[src/rtl/cpu_pkg.sv]
// Shared CPU definitions for the hazard unit.
//   REG_AW   : architectural register index width
//   REG_ZERO : hard-wired zero register, never a hazard source
//   trk_entry_t : one in-flight load record {valid, rd}
package cpu_pkg;

   localparam int REG_AW = 5;

   localparam logic [REG_AW-1:0] REG_ZERO = '0;

   typedef struct packed {
      logic              valid;
      logic [REG_AW-1:0] rd;
   } trk_entry_t;

endpackage

[src/rtl/hazard_scoreboard_if.sv]
// Handshake bundle between the ID/EX pipeline control and hazard_scoreboard.
//   master : pipeline side, drives ID/EX status, receives stall/flush controls
//   slave  : hazard_scoreboard side
// Ports carried: id_rs, id_rt, id_use_rs, id_use_rt, ex_valid, ex_mem_read,
// ex_rd, ex_branch_taken (to slave); pc_write, ifid_write, idex_bubble,
// ifid_flush, stall_cnt, flush_cnt (from slave).
interface hazard_scoreboard_if #(
   parameter int REG_AW = 5,
   parameter int CNT_W  = 16
);
   logic [REG_AW-1:0] id_rs;
   logic [REG_AW-1:0] id_rt;
   logic              id_use_rs;
   logic              id_use_rt;
   logic              ex_valid;
   logic              ex_mem_read;
   logic [REG_AW-1:0] ex_rd;
   logic              ex_branch_taken;
   logic              pc_write;
   logic              ifid_write;
   logic              idex_bubble;
   logic              ifid_flush;
   logic [CNT_W-1:0]  stall_cnt;
   logic [CNT_W-1:0]  flush_cnt;

   modport master (
      output id_rs, id_rt, id_use_rs, id_use_rt,
             ex_valid, ex_mem_read, ex_rd, ex_branch_taken,
      input  pc_write, ifid_write, idex_bubble, ifid_flush,
             stall_cnt, flush_cnt
   );

   modport slave (
      input  id_rs, id_rt, id_use_rs, id_use_rt,
             ex_valid, ex_mem_read, ex_rd, ex_branch_taken,
      output pc_write, ifid_write, idex_bubble, ifid_flush,
             stall_cnt, flush_cnt
   );
endinterface

[src/rtl/load_tracker.sv]
// In-flight load tracker: LOAD_LAT-1 deep shift register of {valid, rd}
// records for loads that have left EX but whose data is not yet forwardable.
// Shifts every cycle (back end never stalls). Reports a hit when any valid
// entry matches a source register the ID instruction actually reads.
// For LOAD_LAT=1 there are no entries and hit is constant 0.
// Ports:
//   clk, rst          : clock, synchronous active-high reset (clears entries)
//   ld_valid, ld_rd   : qualified EX load (already excludes rd == 0)
//   id_rs, id_rt      : ID source registers
//   id_use_rs/rt      : ID source register read enables
//   hit               : some in-flight load feeds the ID instruction
module load_tracker
   import cpu_pkg::*;
#(
   parameter int LOAD_LAT = 1
) (
   input  logic              clk,
   input  logic              rst,
   input  logic              ld_valid,
   input  logic [REG_AW-1:0] ld_rd,
   input  logic [REG_AW-1:0] id_rs,
   input  logic [REG_AW-1:0] id_rt,
   input  logic              id_use_rs,
   input  logic              id_use_rt,
   output logic              hit
);

   if (LOAD_LAT > 1) begin : g_trk
      localparam int DEPTH = LOAD_LAT - 1;

      trk_entry_t       ent [DEPTH];
      logic [DEPTH-1:0] ent_hit;

      always_ff @(posedge clk) begin
         if (rst) begin
            for (int k = 0; k < DEPTH; k++) ent[k] <= '0;
         end else begin
            ent[0] <= '{valid: ld_valid, rd: ld_rd};
            for (int k = 1; k < DEPTH; k++) ent[k] <= ent[k-1];
         end
      end

      always_comb begin
         ent_hit = '0;
         for (int k = 0; k < DEPTH; k++) begin
            ent_hit[k] = ent[k].valid &&
                         ((id_use_rs && (id_rs == ent[k].rd)) ||
                          (id_use_rt && (id_rt == ent[k].rd)));
         end
      end

      assign hit = |ent_hit;
   end else begin : g_none
      logic unused_trk;
      assign unused_trk = ^{clk, rst, ld_valid, ld_rd, id_rs, id_rt,
                            id_use_rs, id_use_rt};
      assign hit = 1'b0;
   end

endmodule

[src/rtl/hazard_scoreboard.sv]
// Load-use hazard and control-flush unit for the 5-stage pipeline.
// Stalls IF/ID and injects an ID/EX bubble while the ID instruction depends on
// a load in EX or still in flight (LOAD_LAT cycles total); a taken branch in
// EX flushes IF/ID and bubbles ID/EX, overriding any stall.
// Optional statistics: define HAZARD_STATS_EN to build the saturating stall and
// flush counters; otherwise stall_cnt/flush_cnt are tied to 0.
// Parameters: REG_AW (register index width), LOAD_LAT (1..4), CNT_W.
// Ports:
//   clk, rst : clock, synchronous active-high reset
//   hz       : hazard_scoreboard_if slave (ID/EX status in, controls/stats out)
module hazard_scoreboard
   import cpu_pkg::*;
#(
   parameter int REG_AW   = cpu_pkg::REG_AW,
   parameter int LOAD_LAT = 1,
   parameter int CNT_W    = 16
) (
   input  logic                clk,
   input  logic                rst,
   hazard_scoreboard_if.slave  hz
);

   logic ex_ld_q;
   logic ex_hit;
   logic trk_hit;
   logic stall;

   // rd == 0 loads are dropped here so the tracker never holds register 0.
   assign ex_ld_q = hz.ex_valid && hz.ex_mem_read && (hz.ex_rd != REG_ZERO);

   assign ex_hit = ex_ld_q &&
                   ((hz.id_use_rs && (hz.id_rs == hz.ex_rd)) ||
                    (hz.id_use_rt && (hz.id_rt == hz.ex_rd)));

   load_tracker #(
      .LOAD_LAT (LOAD_LAT)
   ) u_trk (
      .clk       (clk),
      .rst       (rst),
      .ld_valid  (ex_ld_q),
      .ld_rd     (hz.ex_rd),
      .id_rs     (hz.id_rs),
      .id_rt     (hz.id_rt),
      .id_use_rs (hz.id_use_rs),
      .id_use_rt (hz.id_use_rt),
      .hit       (trk_hit)
   );

   // A taken branch discards the ID instruction, so its hazard is moot.
   assign stall = (ex_hit || trk_hit) && !hz.ex_branch_taken;

   always_comb begin
      hz.pc_write    = 1'b1;
      hz.ifid_write  = 1'b1;
      hz.idex_bubble = 1'b0;
      hz.ifid_flush  = 1'b0;
      if (!rst) begin
         if (hz.ex_branch_taken) begin
            hz.ifid_flush  = 1'b1;
            hz.idex_bubble = 1'b1;
         end else if (stall) begin
            hz.pc_write    = 1'b0;
            hz.ifid_write  = 1'b0;
            hz.idex_bubble = 1'b1;
         end
      end
   end

`ifdef HAZARD_STATS_EN
   logic [CNT_W-1:0] stall_cnt_q;
   logic [CNT_W-1:0] flush_cnt_q;

   always_ff @(posedge clk) begin
      if (rst) begin
         stall_cnt_q <= '0;
         flush_cnt_q <= '0;
      end else begin
         if (stall && (stall_cnt_q != '1))
            stall_cnt_q <= stall_cnt_q + 1'b1;
         if (hz.ex_branch_taken && (flush_cnt_q != '1))
            flush_cnt_q <= flush_cnt_q + 1'b1;
      end
   end

   assign hz.stall_cnt = stall_cnt_q;
   assign hz.flush_cnt = flush_cnt_q;
`else
   assign hz.stall_cnt = '0;
   assign hz.flush_cnt = '0;
`endif

endmodule

[src/flat_wrapper.sv]
// flat-port wrapper written by rule: the top's interface ports become plain ports
module hazard_scoreboard_flat import cpu_pkg::*;
#(
   parameter int REG_AW   = cpu_pkg::REG_AW,
   parameter int LOAD_LAT = 1,
   parameter int CNT_W    = 16
)
  (clk, rst, hz_id_rs, hz_id_rt, hz_id_use_rs, hz_id_use_rt, hz_ex_valid, hz_ex_mem_read, hz_ex_rd, hz_ex_branch_taken, hz_pc_write, hz_ifid_write, hz_idex_bubble, hz_ifid_flush, hz_stall_cnt, hz_flush_cnt);
  hazard_scoreboard_if #(.REG_AW(REG_AW), .CNT_W(CNT_W)) hz_i ();
  input  logic clk;
  input  logic rst;
  input wire logic [$bits(hz_i.id_rs)-1:0] hz_id_rs;
  input wire logic [$bits(hz_i.id_rt)-1:0] hz_id_rt;
  input wire logic [$bits(hz_i.id_use_rs)-1:0] hz_id_use_rs;
  input wire logic [$bits(hz_i.id_use_rt)-1:0] hz_id_use_rt;
  input wire logic [$bits(hz_i.ex_valid)-1:0] hz_ex_valid;
  input wire logic [$bits(hz_i.ex_mem_read)-1:0] hz_ex_mem_read;
  input wire logic [$bits(hz_i.ex_rd)-1:0] hz_ex_rd;
  input wire logic [$bits(hz_i.ex_branch_taken)-1:0] hz_ex_branch_taken;
  output wire logic [$bits(hz_i.pc_write)-1:0] hz_pc_write;
  output wire logic [$bits(hz_i.ifid_write)-1:0] hz_ifid_write;
  output wire logic [$bits(hz_i.idex_bubble)-1:0] hz_idex_bubble;
  output wire logic [$bits(hz_i.ifid_flush)-1:0] hz_ifid_flush;
  output wire logic [$bits(hz_i.stall_cnt)-1:0] hz_stall_cnt;
  output wire logic [$bits(hz_i.flush_cnt)-1:0] hz_flush_cnt;
  assign hz_i.id_rs = hz_id_rs;
  assign hz_i.id_rt = hz_id_rt;
  assign hz_i.id_use_rs = hz_id_use_rs;
  assign hz_i.id_use_rt = hz_id_use_rt;
  assign hz_i.ex_valid = hz_ex_valid;
  assign hz_i.ex_mem_read = hz_ex_mem_read;
  assign hz_i.ex_rd = hz_ex_rd;
  assign hz_i.ex_branch_taken = hz_ex_branch_taken;
  assign hz_pc_write = hz_i.pc_write;
  assign hz_ifid_write = hz_i.ifid_write;
  assign hz_idex_bubble = hz_i.idex_bubble;
  assign hz_ifid_flush = hz_i.ifid_flush;
  assign hz_stall_cnt = hz_i.stall_cnt;
  assign hz_flush_cnt = hz_i.flush_cnt;
  hazard_scoreboard #(.REG_AW(REG_AW), .LOAD_LAT(LOAD_LAT), .CNT_W(CNT_W)) u_core (.clk(clk), .rst(rst), .hz(hz_i));
endmodule
[config.mk]
export PLATFORM = sky130hd
export DESIGN_NAME = hazard_scoreboard_flat
export DESIGN_NICKNAME = d
export VERILOG_FILES = /design/src/rtl/cpu_pkg.sv /design/src/rtl/hazard_scoreboard_if.sv /design/src/rtl/load_tracker.sv /design/src/rtl/hazard_scoreboard.sv /design/src/flat_wrapper.sv
export SDC_FILE = /design/constraint.sdc
export NUM_CORES = 1
export LEC_CHECK = 0
export CAP_MARGIN = 5
export CORE_MARGIN = 4
export CORE_UTILIZATION = 23
export DETAILED_ROUTE_END_ITERATION = 10
export GPL_TIMING_DRIVEN = 1
export PLACE_DENSITY = 0.87
export SLEW_MARGIN = 0
export SYNTH_ARGS = -nofsm -noshare
export SYNTH_HDL_FRONTEND = slang
export SYNTH_SLANG_ARGS = --single-unit
export TNS_END_PERCENT = 1
[constraint.sdc]
create_clock -name vclk -period 2.09
set_clock_uncertainty 0.2 [all_clocks]
set_input_delay 0.5225 -clock vclk [all_inputs]
set_output_delay 0.5225 -clock vclk [all_outputs]
set_load 0.1 [all_outputs]
==> summary.md <==
| Metric | Value |
|---|---|
| Status | `finished, violations left` |
| Failing checks | `setup timing` |
| Distinct cells, synth | `14` |
| Routed wire per std cell | `between 10 and 15 um` |
| PwrDens | `513.7 nW/um^2` |
| RSZ-0062 raised after global routing | `yes` |
| Post-CTS Setup Inserts | `0` |
| Die width | `50.37 um` |
| Peak VDD IR | `204.7 uV` |
| WS Path Type | `in2out` |
| Core footprint | `1708 um^2` |
| IO Count | `a little under 60` |
| YS warnings | `0` |
| Fin crit period | `2533 ps` |
| Pleak | `0.0003533 uW` |
| Slowest Stage Delay on Critical Path | `380 ps` |
| Avg Inst Size Synth | `roughly 7.6 um^2` |
| First DRT Iteration DRCs | `2` |
| Crit-path leading delay family | `simple AND/OR/NAND/NOR gates` |
| Via count | `367` |
| Final worst-path cycle share | `1.212` |
| Initial antenna violation count | `0` |
| Power Total | `361.2 uW` |
| Area grow syn2layout | `70.30%` |
| Max-Cap Viols | `0` |
| Register cell area after layout | `0 um^2` |
| Layout cell share with drive strength beyond 1 | `0.3494` |
| Global Route Usage Sum | `0.07565` |
| Max-slew violations | `0` |
| Routed wire length | `1140 um` |
| Setup ws final | `-443.3 ps` |
| Final hold violation count | `0` |
| CTS Hold Bufs | `0` |
| Seq/Total Area, Yosys | `0` |
| Worst EP required | `1370 ps` |
| DRT Pass-1 Iters | `2` |
| Fill cell count | `162` |
| Cells after synthesis | `54` |
| Critical path buffer and inverter count | `2` |
| Post-Syn Area | `412.9 um^2` |
| GRT Residual Overflow | `0` |
| Largest net degree at the start of global routing | `4` |
| Clk_buf instances | `0` |
| Sequential cell count | `0` |
| Residual DRC | `0` |
| F_max | `394.7 MHz` |
| Gpl congestion | `0.7886` |
| Final net count | `~110` |
| Vias/cell | `3.398` |
| Starting Density | `0.2418` |
| Critical path cell sequence | `buf_8 > xor2_2 > nor4_2 > a32oi_2 > or3_4 > buf_12` |
| DPL Wire Length | `about 1000 um` |
| Max FO, Critical Path | `3` |
| Critical path's slowest cell | `or3_4` |
| Arrival time worst endpoint | `1810 ps` |
| First-pass GRT wire length | `between 1500 and 2000 um` |
| Multi-input logic area | `between 300 and 400 um^2` |
| Die area | `2537 um^2` |
| Port Buffers | `25` |
| ANT cells | `0` |
| Worst Setup End Kind | `primary output` |
| CP startpoint kind | `input pin` |
| # setup viols final | `3` |
| Antenna viol nets, final | `0` |
| FP Rows | `15` |
| Hold crit path type | `in2out` |
| Vias in the first global route | `around 300` |
| Pre-CTS setup slack | `-862.9 ps` |
| Die height | `~50 um` |
==> path summary, 6_finish.rpt <==
path | start | end | slack [ps] | cells past startpoint
setup / recovery | hz_ex_rd[1] | hz_pc_write | -440 | 6
hold / removal | hz_ex_branch_taken | hz_ifid_write | 1440 | 3
==> placed cells by master, fill, tap and decap left out, types with 2 or more instances in the layout <==
master,instances
buf_6,5
conb_1,32
buf_4,3
buf_2,6
xor2_1,7
clkdlybuf4s15_1,3
nor4_2,2
dlygate4sd2_1,6
clkdlybuf4s50_1,3
buf_12,4
==> stage by stage <==
step	utilization	area (um^2)	cells	hold slack (ps)	TNS [ps]
floorplan	-	571.8	85	947.6	-1113
global placement	0.3971	678.2	108	1691	-2556
detailed placement	0.3971	678.2	108	1704	-2676
CTS	0.4081	696.9	108	1447	-1279
global route	0.4117	703.2	108	1463	-1462
finish	0.4117	703.2	108	1437	-1277
==> report_power, final <==
part / switching [uW] / internal [uW]
Clock: 0 / 0
Combinational: 301 / 60.1
Sequential: 0 / 0
Total: 301 / 60.1
==> repair_timing <==
item / CTS / global route
gates resized for setup: 57 / 4
pin swaps: 13 / 2
setup endpoints to repair: 4 / 3
==> per-layer routing <==
metal / GRT usage / vias to the layer above / part of all wire
met4: 0 / 0 / 0
met2: 0.1522 / 40 / 0.47
met1: 0.07092 / 158 / 0.30
met3: 0.03858 / 0 / 0.23
li1: - / 169 / -
met5: 0 / - / 0
==> synthesized netlist by cell type <==
master	n	share of area
nor2b_1	1	0.015
a32oi_1	1	0.021
or3_1	1	0.015
or4_1	1	0.018
xnor2_1	2	0.042
xor2_1	8	0.17
o21bai_1	1	0.018
nor4_2	1	0.030
nor4_1	1	0.015
conb_1	1	0.0091
buf_4	33	0.60
and2_0	1	0.015
o2111ai_1	1	0.021
inv_1	1	0.0091
==> layout make-up <==
type | count | area share
Timing Repair Buffer | 31 | 0.4502
Multi-Input combinational cell | 51 | 0.5000
Inverter | 1 | 0.005338
Tap cell | 25 | 0.04448
==> cells by family (layout without fill, tap and decap cells) <==
kind of cell | count (synthesis) | in the layout | synth area share
compound gates | 3 | 3 | 0.06062
xor+xnor | 10 | 10 | 0.2121
buf+inv | 34 | 32 | 0.6091
other cells | 1 | 32 | 0.009082
simple gates | 6 | 6 | 0.1091
(Power assumes the default switching activity.)
